--- src/rtl/proc_mem_bridge.sv ---
// Bridge from the processor command/ready port to a valid/ready word bus,
// with an interrupt request path and a watchdog on hung bus or irq waits.
module proc_mem_bridge #(
   parameter int ADDR_W    = 32,
   parameter int DATA_W    = 32,
   parameter int TIMEOUT_W = 8,
   localparam int STRB_W   = DATA_W / 8
) (
   input  logic              clk,
   input  logic              rstn,
   input  logic [ADDR_W-1:0] pc,
   output logic [ADDR_W-1:0] inst_addr,
   input  logic [1:0]        command,
   input  logic [ADDR_W-1:0] cmd_addr,
   input  logic [DATA_W-1:0] cmd_wdata,
   input  logic [STRB_W-1:0] cmd_wstrb,
   output logic              ready,
   output logic [DATA_W-1:0] rdata,
   output logic [1:0]        error,
   output logic              bus_valid,
   output logic              bus_we,
   output logic [ADDR_W-1:0] bus_addr,
   output logic [DATA_W-1:0] bus_wdata,
   output logic [STRB_W-1:0] bus_wstrb,
   input  logic              bus_ready,
   input  logic [DATA_W-1:0] bus_rdata,
   input  logic              bus_err,
   output logic              irq_req,
   input  logic              irq_ack
);
   // state | meaning
   // IDLE  | waiting for a command (ignored while the ready pulse is out)
   // BUS   | bus_valid high, waiting for bus_ready or watchdog expiry
   // IRQ   | irq_req high, waiting for irq_ack or watchdog expiry
   // DONE  | result captured; ready pulses on the following cycle
   typedef enum logic [1:0] {IDLE, BUS, IRQ, DONE} state_t;

   localparam logic [1:0] CMD_NONE  = 2'b00;
   localparam logic [1:0] CMD_WRITE = 2'b10;
   localparam logic [1:0] CMD_IRQ   = 2'b11;
   localparam logic [1:0] ERR_OK    = 2'b00;
   localparam logic [1:0] ERR_BUS   = 2'b01;
   localparam logic [1:0] ERR_TMO   = 2'b10;

   localparam logic [ADDR_W-1:0]    ALIGN_MASK = ~(ADDR_W'(STRB_W - 1));
   localparam logic [TIMEOUT_W-1:0] WD_ONES    = '1;
   // Down-counter: loaded with ones-1 so terminal count lands after 2**TIMEOUT_W-1 waits
   localparam logic [TIMEOUT_W-1:0] WD_LOAD    = WD_ONES - TIMEOUT_W'(1);

   state_t               state, state_nxt;
   logic [TIMEOUT_W-1:0] wdog;
   logic                 take_cmd;
   logic                 wd_term;

   assign inst_addr = pc & ALIGN_MASK;
   assign wd_term   = (wdog == '0);

   always_ff @(posedge clk or negedge rstn) begin
      if (!rstn) state <= IDLE;
      else       state <= state_nxt;
   end

   always_comb begin
      state_nxt = state;
      take_cmd  = 1'b0;
      case (state)
         IDLE: begin
            if (!ready && command != CMD_NONE) begin
               take_cmd  = 1'b1;
               state_nxt = (command == CMD_IRQ) ? IRQ : BUS;
            end
         end
         BUS:     if (bus_ready || wd_term) state_nxt = DONE;
         IRQ:     if (irq_ack || wd_term)   state_nxt = DONE;
         DONE:    state_nxt = IDLE;
         default: state_nxt = IDLE;
      endcase
   end

   always_ff @(posedge clk or negedge rstn) begin
      if (!rstn) begin
         ready     <= 1'b0;
         rdata     <= '0;
         error     <= ERR_OK;
         bus_valid <= 1'b0;
         bus_we    <= 1'b0;
         bus_addr  <= '0;
         bus_wdata <= '0;
         bus_wstrb <= '0;
         irq_req   <= 1'b0;
         wdog      <= '0;
      end else begin
         ready <= (state == DONE);
         case (state)
            IDLE: begin
               if (take_cmd) begin
                  wdog <= WD_LOAD;
                  if (command == CMD_IRQ) begin
                     irq_req <= 1'b1;
                  end else begin
                     bus_valid <= 1'b1;
                     bus_we    <= (command == CMD_WRITE);
                     bus_addr  <= cmd_addr & ALIGN_MASK;
                     bus_wdata <= cmd_wdata;
                     bus_wstrb <= (command == CMD_WRITE) ? cmd_wstrb : '0;
                  end
               end
            end
            BUS: begin
               if (bus_ready) begin
                  bus_valid <= 1'b0;
                  if (!bus_we) rdata <= bus_rdata;
                  error <= bus_err ? ERR_BUS : ERR_OK;
                  wdog  <= '0;
               end else if (wd_term) begin
                  bus_valid <= 1'b0;
                  error     <= ERR_TMO;
               end else begin
                  wdog <= wdog - TIMEOUT_W'(1);
               end
            end
            IRQ: begin
               if (irq_ack) begin
                  irq_req <= 1'b0;
                  error   <= ERR_OK;
                  wdog    <= '0;
               end else if (wd_term) begin
                  irq_req <= 1'b0;
                  error   <= ERR_TMO;
               end else begin
                  wdog <= wdog - TIMEOUT_W'(1);
               end
            end
            default: wdog <= '0;
         endcase
      end
   end

endmodule

--- config.mk ---
export PLATFORM = sky130hd
export DESIGN_NAME = proc_mem_bridge
export DESIGN_NICKNAME = d
export VERILOG_FILES = /design/src/rtl/proc_mem_bridge.sv
export SDC_FILE = /design/constraint.sdc
export NUM_CORES = 1
export LEC_CHECK = 0
export CORE_MARGIN = 2
export CORE_UTILIZATION = 33
export DETAILED_ROUTE_END_ITERATION = 16
export GPL_ROUTABILITY_DRIVEN = 1
export PLACE_DENSITY_LB_ADDON = 0.15
export SYNTH_ARGS = -nofsm -noshare
export SYNTH_HDL_FRONTEND = slang
export SYNTH_SLANG_ARGS = --single-unit
--- constraint.sdc ---
create_clock -name clk -period 1.83 [get_ports clk]
set_input_delay 0.2745 -clock clk [delete_from_list [all_inputs] [get_ports clk]]
set_output_delay 0.2745 -clock clk [all_outputs]
set_load 0.02 [all_outputs]
==> run metrics <==
status=finished, final reports clean; drt drc=0; post-synth cell types=44; Sink Count=114; Mapped Area=0.00492 mm^2; per-cell routed wire length=17.0 um; hold slack=361 ps; Final Max Slew Viols=0; first-pass GRT wire length=just under 20000 um; GRT Total Usage=15.8%; area grow syn2layout=61.6%; Initial Utilization=33.8%; initial antenna violation count=0; I/O pins=277; CP max FO=4; Area contributors post-synth=dfrtp_1 (58%), mux2_2 (22%), buf_4 (5.3%), ha_1 (1.8%), o21ai_0 (1.3%); clock network power share=between 20% and 30%; first drt pass iteration count=4; Synth Flop Type=dfrtp_1; Worst-Skew Late Latency=400 ps; synth cell count leaders=dfrtp_1 (114), mux2_2 (98), buf_4 (35); Worst VDD drop=0.000949 V; Worst Setup End Kind=flop; largest net degree at the start of global routing=47; layout net count=717; #FFs+latches synth=114; Hold WC Path Type=primary input to async pin; reg2reg path depth=5; worst clock skew=5.79 ps; CTS clk-pin slew, worst paths=50 ps; GP Congestion=0.824; Post-Place Cells=roughly 720; Seq pwr share=29.4%; ANT cells=0; Ys Warns=0; routed via count=3639; Rows=44; Synth top area share=58.0%; Placed Area=0.00714 mm^2; CP Class=flop to flop; Synth async-reset ratio=between 90% and 100%; Die X=126 um; Die H=roughly 130 um; number of synthesized flops with an enable pin=0; worst endpoint data arrival time=2130 ps; number of fill cells in the layout=roughly 1300; Detailed Place HPWL=9300 um; Setup violations, final=0; sequential-to-total area share from yosys stat=58.0%; Worst setup SP type=flop; sw power=5280 uW; cell count after synthesis=355; final wirelength=around 13000 um; count leader, synth=dfrtp_1; clock buffer depth=2; Layout Cells excl Fill=767; unrepaired setup endpoints after global routing=yes; GRT Residual Overflow=0; min Tclk post-route=roughly 1800 ps; share of layout cells above drive strength 1=30.5%; vias per cell=4.74; Lkg Pwr=0.00336 uW; average size of a mapped cell=13.9 um^2; post-route design area=between 0.007 and 0.008 mm^2; Clock Root Buffer=clkbuf_16; P_int=10100 uW; combinational power share=49.7%; CTS tree=yes; 1st-iter DRT viols=100; largest area contributor in the netlist=dfrtp_1; switching part of the total=between 30% and 40%; PortBufs=208; CP required=2170 ps; CTS H-tree depth=4; crit share post-route=just under 100%; full die area=0.0159 mm^2; core area=0.0145 mm^2; Final Hold Viols=0; Max Cap Viol=0; Tot Pwr=15400 uW; f_max=558 MHz; Routed Antenna Nets=0; vias in the first global route=3871; cts bufs inserted=17; P per Cell Area=~1900 mW/mm^2
-- cell usage in the layout (no fill, tap or decap), types with 3 or more instances in the layout --
cell             synthesis  final
a21oi_1                  4      4
o21ai_1                  2      3
o21ai_0                 13     11
clkbuf_16                0     20
ha_2                     0      4
ha_1                     7      3
a211o_1                  4      4
clkbuf_1                 2      5
nor2_1                   6      6
nand2_1                  7      7
buf_12                   0      6
buf_4                   35     18
clkinv_2                 0      3
clkbuf_8                 0      4
o2bb2ai_1                3      3
dfrtp_1                114    113
nor3_1                   8      6
inv_1                    8      5
inv_2                    0      3
nand3_1                  5      5
clkdlybuf4s50_1          0    206
mux2_2                  98     98
conb_1                   1      4
-- worst paths after layout --
kind	startpoint	end	slack, ps
worst max-delay path	wdog[0]	wdog[5]	40
worst min register to register	bus_wstrb[3]	bus_wstrb[3]	490
worst max register to register	wdog[0]	wdog[5]	40
worst min-delay path	rstn	rdata[14]	360
max in group asynchronous	rstn	state[1]	840
min in group clk	cmd_wstrb[2]	bus_wstrb[2]	440
-- area by class of cell --
| class | instances | area (um^2) | area share (%) |
|---|---|---|---|
| Sequential cell | 114 | 2850 | 35.9 |
| Timing Repair Buffer | 237 | 2440 | 30.7 |
| Multi-Input combinational cell | 193 | 1820 | 22.9 |
| Clock buffer | 26 | 499 | 6.28 |
| Tap cell | 184 | 230 | 2.90 |
| Clock inverter | 5 | 75.1 | 0.945 |
| Inverter | 8 | 30.0 | 0.378 |
-- state kept, by name, summed over array words and instances, names as in the netlist --
signal / count
bus_we: 1
irq_req: 1
state: 2
bus_wdata: 32
wdog: 8
ready: 1
bus_valid: 1
error: 2
bus_wstrb: 4
rdata: 32
bus_addr: 30
-- what timing repair did --
| item | CTS | global route |
|---|---|---|
| resized for setup | 0 | 23 |
| buffers inserted | 0 | 7 |
| setup endpoints to repair | 0 | 54 |
| endpoints found under the hold margin | 31 | 0 |
| hold buffers | 1 | 0 |
-- power groups by stage --
stage / sequential [uW] / clock (uW) / combinational, uW
finish: 4520 / 3200 / 7640
global route: 4690 / 3390 / 8120
CTS: 4520 / 3290 / 7340
detailed placement: 4530 / 0 / 7300
global placement: 4470 / 0 / 7230
floorplan: 5900 / 0 / 2500
-- per-layer routing --
metal	GRT usage, %	share of wire, %
met1	17.4	38
met2	25.0	48
met3	8.92	12
met4	7.05	2.2
met5	0	0
-- cells by family (layout without fill, tap and decap cells) --
family                   Yosys count  in the layout  share of synthesized area [%]
flip-flops                       114            114                           58.0
multiplexers                      99             99                           22.6
buffers and inverters             52            276                           6.79
AND/OR/NAND/NOR                   43             43                           5.22
AO/OA/AOI/OAI                     38             39                           5.29
adder cells (fa/ha/maj)            7              7                           1.78
other                              1              4                         0.0763
XOR/XNOR                           1              1                          0.178
-- per-stage QoR --
step	worst slack [ps]	util [%]	setup TNS, ps
after floorplan	17.4	-	0
after global placement	-59.2	49.1	-2340
after detailed placement	-104	49.1	-3880
after CTS	3.69	53.1	0
after global routing	-26.5	54.7	-121
final	37.2	54.7	0
-- critical path, stage by stage (launching register included) --
cell	delay, ps
dfrtp_1	390
buf_4	140
or4_4	530
or4_1	420
a21oi_1	140
a211o_2	120
Note: power is estimated with default switching activity, not from simulation.
